==> src/rtl/reg_wb_if.sv <==
// Writeback request, hazard query and bank write-port bundle for reg_wb_unit.
// The slave modport is the unit itself; the master modport is the producer/bank side.
interface reg_wb_if #(
  parameter int unsigned DATA_W = 64,
  parameter int unsigned IDX_W  = 8,
  parameter int unsigned DEPTH  = 4
);
   localparam int unsigned CNT_W = $clog2(DEPTH) + 1;

   logic              a_valid;
   logic              a_ready;
   logic [IDX_W-1:0]  a_idx;
   logic [DATA_W-1:0] a_data;
   logic              b_valid;
   logic              b_ready;
   logic [IDX_W-1:0]  b_idx;
   logic [DATA_W-1:0] b_data;
   logic [IDX_W-1:0]  q_idx;
   logic              q_hit;
   logic [CNT_W-1:0]  count;
   logic              write_en;
   logic [63:0]       write_address;
   logic [DATA_W-1:0] write_data;

   modport slave (
      input  a_valid, a_idx, a_data, b_valid, b_idx, b_data, q_idx,
      output a_ready, b_ready, q_hit, count, write_en, write_address, write_data
   );

   modport master (
      output a_valid, a_idx, a_data, b_valid, b_idx, b_data, q_idx,
      input  a_ready, b_ready, q_hit, count, write_en, write_address, write_data
   );
endinterface

==> src/rtl/reg_wb_unit.sv <==
// Two-producer writeback FIFO draining onto the register bank write port, with hazard query.
// Optional REG_WB_BYPASS_EN: a request into an empty FIFO writes the bank in the same cycle.
module reg_wb_unit #(
  parameter int unsigned DATA_W = 64,
  parameter int unsigned IDX_W  = 8,
  parameter int unsigned DEPTH  = 4
) (
   input logic        clk,
   input logic        rst_n,
   reg_wb_if.slave    bus
);
   localparam int unsigned PTR_W = $clog2(DEPTH);
   localparam int unsigned CNT_W = PTR_W + 1;

   typedef enum logic {GrantA, GrantB} grant_e;

   logic [IDX_W-1:0]  idx_mem_q  [DEPTH];
   logic [DATA_W-1:0] data_mem_q [DEPTH];
   logic [PTR_W-1:0]  wr_ptr_q, rd_ptr_q;
   logic [CNT_W-1:0]  count_q;
   grant_e            last_q;

   logic              full, a_rdy, b_rdy, acc, push, pop, bypass, hit;
   logic [IDX_W-1:0]  sel_idx;
   logic [DATA_W-1:0] sel_data;
   logic [PTR_W-1:0]  offset;
   logic [63:0]       addr;

   always_comb begin
      full     = (count_q == CNT_W'(DEPTH));
      a_rdy    = !full && bus.a_valid && (!bus.b_valid || last_q == GrantB);
      b_rdy    = !full && bus.b_valid && (!bus.a_valid || last_q == GrantA);
      acc      = a_rdy || b_rdy;
      sel_idx  = a_rdy ? bus.a_idx : bus.b_idx;
      sel_data = a_rdy ? bus.a_data : bus.b_data;
`ifdef REG_WB_BYPASS_EN
      bypass   = acc && (sel_idx != '0) && (count_q == '0);
`else
      bypass   = 1'b0;
`endif
      // Index-0 requests handshake but are dropped here.
      push     = acc && (sel_idx != '0) && !bypass;
      pop      = (count_q != '0);
   end

   always_comb begin
      addr = '0;
      bus.write_data = '0;
      if (bypass) begin
         addr[IDX_W:1]  = sel_idx;
         bus.write_data = sel_data;
      end else if (pop) begin
         addr[IDX_W:1]  = idx_mem_q[rd_ptr_q];
         bus.write_data = data_mem_q[rd_ptr_q];
      end
      bus.write_address = addr;
      bus.write_en      = pop || bypass;
      bus.a_ready       = a_rdy;
      bus.b_ready       = b_rdy;
      bus.count         = count_q;
   end

   // Entry i is occupied when its distance from the head is below the occupancy.
   always_comb begin
      hit    = 1'b0;
      offset = '0;
      for (int i = 0; i < int'(DEPTH); i++) begin
         offset = PTR_W'(i) - rd_ptr_q;
         if (({1'b0, offset} < count_q) && (idx_mem_q[i] == bus.q_idx)) hit = 1'b1;
      end
      bus.q_hit = hit && (bus.q_idx != '0);
   end

   always_ff @(posedge clk or negedge rst_n) begin
      if (!rst_n) begin
         wr_ptr_q <= '0;
         rd_ptr_q <= '0;
         count_q  <= '0;
         last_q   <= GrantB;
         for (int i = 0; i < int'(DEPTH); i++) begin
            idx_mem_q[i]  <= '0;
            data_mem_q[i] <= '0;
         end
      end else begin
         if (push) begin
            idx_mem_q[wr_ptr_q]  <= sel_idx;
            data_mem_q[wr_ptr_q] <= sel_data;
            wr_ptr_q             <= wr_ptr_q + 1'b1;
         end
         if (pop) rd_ptr_q <= rd_ptr_q + 1'b1;
         if (push && !pop)      count_q <= count_q + 1'b1;
         else if (!push && pop) count_q <= count_q - 1'b1;
         if (acc) last_q <= a_rdy ? GrantA : GrantB;
      end
   end
endmodule
==> src/flat_wrapper.sv <==
// flat-port wrapper written by rule: the top's interface ports become plain ports
module reg_wb_unit_flat 
#(
  parameter int unsigned DATA_W = 64,
  parameter int unsigned IDX_W  = 8,
  parameter int unsigned DEPTH  = 4
)
  (clk, rst_n, bus_a_valid, bus_a_idx, bus_a_data, bus_b_valid, bus_b_idx, bus_b_data, bus_q_idx, bus_a_ready, bus_b_ready, bus_q_hit, bus_count, bus_write_en, bus_write_address, bus_write_data);
  reg_wb_if #(.DATA_W(DATA_W), .IDX_W(IDX_W), .DEPTH(DEPTH)) bus_i ();
  input logic clk;
  input logic rst_n;
  input wire logic [$bits(bus_i.a_valid)-1:0] bus_a_valid;
  input wire logic [$bits(bus_i.a_idx)-1:0] bus_a_idx;
  input wire logic [$bits(bus_i.a_data)-1:0] bus_a_data;
  input wire logic [$bits(bus_i.b_valid)-1:0] bus_b_valid;
  input wire logic [$bits(bus_i.b_idx)-1:0] bus_b_idx;
  input wire logic [$bits(bus_i.b_data)-1:0] bus_b_data;
  input wire logic [$bits(bus_i.q_idx)-1:0] bus_q_idx;
  output wire logic [$bits(bus_i.a_ready)-1:0] bus_a_ready;
  output wire logic [$bits(bus_i.b_ready)-1:0] bus_b_ready;
  output wire logic [$bits(bus_i.q_hit)-1:0] bus_q_hit;
  output wire logic [$bits(bus_i.count)-1:0] bus_count;
  output wire logic [$bits(bus_i.write_en)-1:0] bus_write_en;
  output wire logic [$bits(bus_i.write_address)-1:0] bus_write_address;
  output wire logic [$bits(bus_i.write_data)-1:0] bus_write_data;
  assign bus_i.a_valid = bus_a_valid;
  assign bus_i.a_idx = bus_a_idx;
  assign bus_i.a_data = bus_a_data;
  assign bus_i.b_valid = bus_b_valid;
  assign bus_i.b_idx = bus_b_idx;
  assign bus_i.b_data = bus_b_data;
  assign bus_i.q_idx = bus_q_idx;
  assign bus_a_ready = bus_i.a_ready;
  assign bus_b_ready = bus_i.b_ready;
  assign bus_q_hit = bus_i.q_hit;
  assign bus_count = bus_i.count;
  assign bus_write_en = bus_i.write_en;
  assign bus_write_address = bus_i.write_address;
  assign bus_write_data = bus_i.write_data;
  reg_wb_unit #(.DATA_W(DATA_W), .IDX_W(IDX_W), .DEPTH(DEPTH)) u_core (.clk(clk), .rst_n(rst_n), .bus(bus_i));
endmodule
==> config.mk <==
export PLATFORM = sky130hd
export DESIGN_NAME = reg_wb_unit_flat
export DESIGN_NICKNAME = d
export VERILOG_FILES = /design/src/rtl/reg_wb_if.sv /design/src/rtl/reg_wb_unit.sv /design/src/flat_wrapper.sv
export SDC_FILE = /design/constraint.sdc
export NUM_CORES = 1
export LEC_CHECK = 0
export CELL_PAD_IN_SITES_DETAIL_PLACEMENT = 1
export CELL_PAD_IN_SITES_GLOBAL_PLACEMENT = 1
export CORE_UTILIZATION = 47
export DETAILED_ROUTE_END_ITERATION = 8
export PLACE_DENSITY_LB_ADDON = 0.08
export SLEW_MARGIN = 20
export SYNTH_ARGS = -nofsm -noshare
export SYNTH_HDL_FRONTEND = slang
export SYNTH_SLANG_ARGS = --single-unit
==> constraint.sdc <==
create_clock -name clk -period 3.9 [get_ports clk]
set_clock_uncertainty 0.05 [all_clocks]
set_input_delay 0.975 -clock clk [delete_from_list [all_inputs] [get_ports clk]]
set_output_delay 0.975 -clock clk [all_outputs]
set_load 0.02 [all_outputs]
==> results.txt, run 1 <==
The clock reaches the later pin of the worst-skew pair after 0.49 ns. The number of core rows came out at 68. The post-synthesis cell count is 1185.

In this run the worst hold path is classified as in -> async. The endpoint required time on the critical path is roughly 2.9 ns. The number of CTS-inserted buffers came out at 35.

The share of layout cells above drive strength 1 is 0.332. After synthesis the cells add up to 16600 µm². The H-tree was split into 2 levels.

The final-report setup violation count came out at 0. The synthesized area per cell is 14.0 µm². The pin count of the biggest net entering global routing came out at 93. The initial antenna violation count is 0. The number of filler cells placed in the layout came out at 3398. The delay contributed by the slowest stage of the critical path is 0.54 ns. The clock edge transition at the registers on the reported setup and hold paths is 0.05 ns. The count of synthesis-stage warnings from yosys came out at 0. The worst path arrival time came out at 2.87 ns.

The relative area change from synthesis to final layout came out at 22.8%. At the pin with the least slew margin, the transition time is 0.868 ns. Pin placement for this block handled 291 I/O pins. The placement-stage cell area came out at about 19000 µm². The category of the worst setup path capture point is an output pin. The number of hold violations in the final report is 0. The congestion estimate from routability-driven global placement came to 0.833.

The library cells used most frequently in the layout, excluding fill and tap cells, are 293 x dfrtp_1, 280 x mux2_4, 226 x clkdlybuf4s50_1. The initial core utilization came out at 0.480. The wire length per cell after detailed routing came out at 21.0 µm. The critical path in this run is classified as in -> out.

The largest fanout on the critical path is 5. The hold-fix buffer count after cts came out at 0. In this run the remaining antenna-violating nets after routing total 0. STA classifies the critical path startpoint as a primary input.

The total of buffers placed on input and output ports is 234. The worst-case headroom to the max-slew limit came out at 0.421. The register bit count reported by yosys came out at 296. The routed layout has approximately 9900 vias. The analysis attributes to cell leakage a power of 9.94 nW. The overall track demand over capacity in global routing is 0.227. The chip width is 190 µm.

The net count of the finished layout is 1588. Walking the worst path, the cells encountered are clkdlybuf4s50_1 -> xor2_1 -> nor4_1 -> nand3_1 -> and4_1 -> a21oi_1 -> dlygate4sd2_1. In this run the vertical extent of the chip is 190 µm. The via count of the first global-routing pass is 11178. The achievable clock frequency came out at 257 MHz. The length of the first detailed-routing pass in iterations came out at 4. VDD sags by at most 0.471 mV. The detailed router finished its first iteration with around 460 violations. The sum of overflow across all layers after global routing is 0. The worst hold slack across all endpoints is 0.423 ns. The global-route wire length before repair is 64500 µm. The number of buffers on the longest clock path came out at 3. The largest individual stage delay along the critical path comes from the cell clkdlybuf4s50_1.

The share of the cycle needed by the critical path after routing is 0.998. The TritonCTS clock tree is done. The max-cap violation count is 0. The root buffer cell chosen for the clock tree is clkbuf_16. The die covers 36200 µm².

The number of distinct standard cells referenced by the synthesized netlist is 32. The clock period could shrink to about 3.9 ns. The CTS sink count is between 200 and 300. The library cell used most frequently in the layout, excluding fill and tap cells, is dfrtp_1. The flow ran to the end, and the final reports show no timing, DRC or antenna violations. Using the TritonRoute via totals, the vias-per-cell ratio works out to 5.22. The repair_antennas step left the layout with diodes totalling 0. For this block, the routed nets add up to 39900 µm of wire. Of the synthesized area, sequential elements account for 0.445.

The core area is 34700 µm². The area of combinational cells with multiple inputs is 8240 µm². The detailed-placement wirelength estimate came out at 26400 µm. The design area came out at 20400 µm². The sequential standard cell area came out at between 7000 and 8000 µm². The max-slew violation total from the final report is 0. The power per standard cell area is 994 nW/µm². The number of DRC violations after detailed routing came out at 0.
-- stage by stage --
step | TNS, ns | worst slack, ns | utilization | cells | total power [mW]
after floorplan | 0 | 0.668 | - | 1240 | 13.6
after global placement | -0.253 | -0.253 | 0.553 | 1841 | 16.7
after detailed placement | -0.271 | -0.271 | 0.553 | 1841 | 17.0
after CTS | 0 | 0.0158 | 0.588 | 1899 | 20.5
after global routing | -0.0540 | -0.0540 | 0.589 | 1899 | 21.5
final | 0 | 0.00831 | 0.589 | 1899 | 20.3
-- worst paths after layout --
path,startpoint,end,slack (ns),depth (start not counted)
worst max-delay path,bus_q_idx[4],bus_q_hit,0.008,7
worst min-delay path,rst_n,u_core.data_mem_q[56],0.42,1
worst max register to register,u_core.bus.count[2],u_core.data_mem_q[2],1.20,7
worst min register to register,u_core.data_mem_q[89],u_core.data_mem_q[89],0.45,1
max in group asynchronous,rst_n,u_core.data_mem_q[210],2.40,2
min in group clk,u_core.data_mem_q[89],u_core.data_mem_q[89],0.45,1
-- sequential cells by signal (all words and copies together) (netlist names) --
register           cells
u_core.bus.count       3
u_core.idx_mem_q      32
u_core.last_q          1
u_core.wr_ptr_q        2
u_core.data_mem_q    256
u_core.rd_ptr_q        2
-- Yosys cell counts (all sizes together) --
library cell | n | area share
dfrtp | 295 | 0.44
nor2 | 3 | 0.00068
mux2 | 288 | 0.26
or2 | 1 | 0.00038
nor4 | 14 | 0.0053
buf | 101 | 0.065
nand2b | 2 | 0.00075
ha | 9 | 0.0068
dfstp | 1 | 0.0016
nand2 | 226 | 0.055
conb | 1 | 0.00023
xor2 | 34 | 0.018
a22o | 1 | 0.00060
nand3 | 1 | 0.00030
and4 | 1 | 0.00053
xnor2 | 7 | 0.0037
inv | 9 | 0.0020
mux4 | 72 | 0.097
o211ai | 4 | 0.0021
o21ai | 2 | 0.00060
a21oi | 5 | 0.0015
and2 | 72 | 0.027
clkbuf | 34 | 0.0077
a221oi | 1 | 0.0016
a21o | 1 | 0.00045
-- worst max-delay path, delay by kind of cell --
family | cells | cell delay [ns]
XOR/XNOR | 1 | 0.20
AO/OA/AOI/OAI | 1 | 0.11
buffers and inverters | 2 | 0.88
AND/OR/NAND/NOR | 3 | 0.69
-- routing by layer --
| layer | part of all wire | GRT usage | vias up |
|---|---|---|---|
| met5 | 0 | 0 | - |
| met4 | 0.016 | 0.0483 | 0 |
| met3 | 0.035 | 0.0296 | 49 |
| met2 | 0.49 | 0.377 | 223 |
| met1 | 0.46 | 0.319 | 5188 |
| li1 | - | - | 4446 |
-- area by class of cell --
| cell class | instances | share of cell area |
|---|---|---|
| Timing Repair Buffer | 281 | 0.145 |
| Multi-Input combinational cell | 800 | 0.403 |
| Clock inverter | 9 | 0.00728 |
| Sequential cell | 296 | 0.363 |
| Tap cell | 455 | 0.0279 |
| Clock buffer | 49 | 0.0519 |
| Inverter | 9 | 0.00165 |
-- cells by family (layout without fill, tap and decap cells) --
family | count (synthesis) | count (layout) | synth area share
AO/OA/AOI/OAI | 14 | 14 | 0.00684
XOR/XNOR | 41 | 41 | 0.0216
adder cells (fa/ha/maj) | 9 | 9 | 0.00676
buffers and inverters | 144 | 348 | 0.0745
flip-flops | 296 | 296 | 0.445
multiplexers | 360 | 360 | 0.355
other | 1 | 56 | 0.000225
AND/OR/NAND/NOR | 320 | 320 | 0.0898
-- where the power goes --
part / internal, mW / switching (mW)
combinational: 6.48 / 4.67
clock: 2.15 / 1.26
sequential: 4.67 / 1.10
-- repair_timing --
item                                    4_1_cts  5_1_grt
endpoints found under the setup margin       10        4
setup buffers                                 0        0
gates resized for setup                       3       10
cloned                                        0        0
Power figures use the tool's default switching activity.
==> run 2, diff against run 1 <==
Settings changed: MAX_ROUTING_LAYER from default to met4.
==> results.txt, run 2 (synthesized netlist as in run 1, its figures left out) <==
The final-report setup violation count was 0 (unchanged). u_core.data_mem_q holds more flip-flops than any other register. The worst path arrival time is 2.87 ns (about the same). The combinational fraction of design power is 0.549 (about the same).

The layout net count was 1588 (unchanged). The clock edge transition at the registers on the reported setup and hold paths came out at 0.05 ns (about the same). The max-cap violation count is 0 (unchanged).

The largest fanout on the critical path is 5 (unchanged). The transition at the pin with the smallest max-transition slack is 0.874 ns (+0.00577 ns). The die outline area came to 36200 µm² (unchanged).

Traced cell by cell, the critical path runs through clkdlybuf4s50_1 -> xor2_1 -> nor4_1 -> nand3_1 -> and4_1 -> a21oi_1 -> dlygate4sd2_1. TritonCTS built the clock tree. The via count of the first global-routing pass came out at 11166 (-0.11%).

The number of DRC violations after detailed-routing iteration 0 came out at 424 (-6.8%). The static leakage came out at 9.94 nW (unchanged). STA classifies the critical path startpoint as a primary input. The number of hold violations in the final report is 0 (unchanged). The wire length reported by the detailed router came out at 39900 µm (about the same). The H-tree depth reported by CTS is 2 (unchanged). In this run the critical register-to-register path is launched from u_core.bus.count[2]. The total of buffers placed on input and output ports is 234 (unchanged). The sum of overflow across all layers after global routing is 0 (unchanged). The pin count of the biggest net entering global routing came out at 93 (unchanged). The vias per cell came to 5.20 (-0.32%).

The wire length per cell after detailed routing is 21.0 µm (about the same). The detailed-placement wirelength estimate came out at 26400 µm (unchanged). The share of layout cells above drive strength 1 was 0.332 (unchanged). The relative area change from synthesis to final layout is 22.8% (unchanged). The cell-internal power is 13.3 mW (unchanged). The maximum vdd drop came out at 0.471 mV (about the same). The power per standard cell area came out at 994 nW/µm² (about the same).

The initial antenna violation count is 0 (unchanged). The switching power total is 7.02 mW (about the same). The top-level I/O count is 291 (unchanged). The proportion of power drawn by the clock network is 0.167 (about the same). The endpoint required time on the critical path came out at 2.87 ns (about the same). The switching part of the total power came to 0.346 (about the same). The number of CTS-inserted buffers is 35 (unchanged). The count of antenna diodes in the layout came out at 0 (unchanged). The worst-case reg-to-reg path depth is 7 (unchanged). The share of the cycle needed by the critical path after routing is 0.997 (about the same). The chip width is 190 µm (unchanged). The delay contributed by the slowest stage of the critical path is 0.54 ns (about the same). The run finished with clean final reports. The number of cells in the finished layout apart from fillers is 1899 (unchanged). The clock insertion delay at the later pin of the skew report came out at 0.49 ns (about the same). The initial core utilization came out at 0.480 (unchanged).

The post-route worst setup slack came to 0.00990 ns (+0.00160 ns). The critical path depth in cells came out at 7 (unchanged). The number of DRC violations after detailed routing is 0 (unchanged). The number of buffers on the longest clock path came out at 3 (unchanged). The overall track demand over capacity in global routing came out at 0.234 (+0.00711).

In this run the critical register-to-register path is captured at u_core.data_mem_q[2]. The worst min-delay path category is in -> async. The final antenna-violating net count came out at 0 (unchanged). The total via count after detailed routing is 9874 (-0.32%).

The top cell types in the final layout, fill and taps aside, are 293 x dfrtp_1, 280 x mux2_4, 226 x clkdlybuf4s50_1. The number of core rows came out at 68 (unchanged). The setup slack of the most critical reg-to-reg path is 1.22 ns (+0.02 ns). The CTS sink count is 296 (unchanged). The routability congestion estimate from global placement is 0.846 (+1.5%).

The die height came out at 190 µm (unchanged). The clock tree root driver cell is clkbuf_16. The count of buffer and inverter cells on the critical path was 2 (unchanged). The global-route wire length before repair came to 64500 µm (about the same).

The number of flip-flops under the largest register name was 256 (unchanged). In this run the worst setup path begins at bus_q_idx[4]. The slowest stage of the critical path is the clkdlybuf4s50_1 cell. The type of the worst setup path is in -> out. The hold-fix buffer count after cts came out at 0 (unchanged). Following the worst setup path forward leads to its endpoint at bus_q_hit.

The achievable clock frequency came out at 257 MHz (about the same). The length of the first detailed-routing pass in iterations came to 4 (unchanged). The worst setup slack after placement is -0.271 ns (unchanged). The accumulated negative setup slack came to 0 ns (unchanged).

The total placed cells including tap cells came to 1841 (unchanged). The core area came out at 34700 µm² (unchanged). The leading cell type in the layout, fill and taps excluded is dfrtp_1.

The minimum period implied by the final worst setup slack came out at 3.89 ns (-0.00160 ns). The part of the power in registers came out at 0.284 (about the same). The worst-case headroom to the max-slew limit came out at 0.417 (-0.00385). The max-slew violation total from the final report is 0 (unchanged).

The cell family contributing the most delay on the critical path is buffers and inverters. STA classifies the critical path endpoint as an output pin.
run 2: cell counts in the layout (fill, tap and decap cells not counted):
Identical to the previous run, type by type.
run 2: repair_timing:
action / in CTS / in global routing
buffers inserted: 0 / 0
gates resized for setup: 3 / 10
cloned: 0 / 0
endpoints found under the setup margin: 10 / 4
run 2: area by class of cell:
| class | instances | area [µm²] |
|---|---|---|
| Clock buffer | 49 | 1060 |
| Clock inverter | 9 | 149 |
| Fill cell | 3398 | 14300 |
| Inverter | 9 | 33.8 |
| Multi-Input combinational cell | 800 | 8240 |
| Sequential cell | 296 | 7420 |
| Tap cell | 455 | 569 |
| Timing Repair Buffer | 281 | 2970 |
run 2: worst register-to-register path, delay by kind of cell, from the launching register on:
| family | cells | cell delay [ns] |
|---|---|---|
| AOI/OAI and AO/OA | 2 | 0.67 |
| buffers and inverters | 3 | 0.60 |
| DFF | 1 | 0.56 |
| and+or+nand+nor | 1 | 0.36 |
| muxes | 1 | 0.32 |
run 2: power by group through the flow:
stage	clock (mW)	sequential, mW	combinational [mW]
6_report	3.40	5.77	11.2
3_3_place_gp	0	5.69	11.0
2_1_floorplan	0	5.32	8.27
3_5_place_dp	0	5.75	11.2
5_1_grt	3.60	5.96	11.9
4_1_cts	3.48	5.76	11.3
run 2: per-stage QoR:
| stage | hold slack [ns] | area (µm²) | utilization | total power [mW] |
|---|---|---|---|---|
| after global placement | 0.433 | 19200 | 0.553 | 16.7 |
| after detailed placement | 0.439 | 19200 | 0.553 | 17.0 |
| after floorplan | 0.424 | 16900 | - | 13.6 |
| after CTS | 0.456 | 20400 | 0.588 | 20.5 |
| final | 0.452 | 20400 | 0.589 | 20.3 |
| after global routing | 0.465 | 20400 | 0.589 | 21.5 |
run 2: routing by layer:
metal  vias up  track usage  wire [µm]
met5         -            -          0
met4         0       0.0483        635
met3        51       0.0298       1520
met2       227        0.377      19500
met1      5154        0.320      18200
li1       4442            -          -
run 2: how the worst min path moves through the flow:
stage,start,endpoint
5_1_grt,u_core.data_mem_q[191],u_core.data_mem_q[191]
3_3_place_gp,u_core.data_mem_q[191],u_core.data_mem_q[191]
2_1_floorplan,u_core.data_mem_q[70],u_core.data_mem_q[70]
4_1_cts,u_core.data_mem_q[89],u_core.data_mem_q[89]
3_5_place_dp,u_core.data_mem_q[89],u_core.data_mem_q[89]
6_report,rst_n,u_core.data_mem_q[56]
==> run 3, diff against run 2 <==
Settings changed: TNS_END_PERCENT from default to 5.
==> results of run 3 <==
Final layout, timing and power as in run 2 (identical DEF).
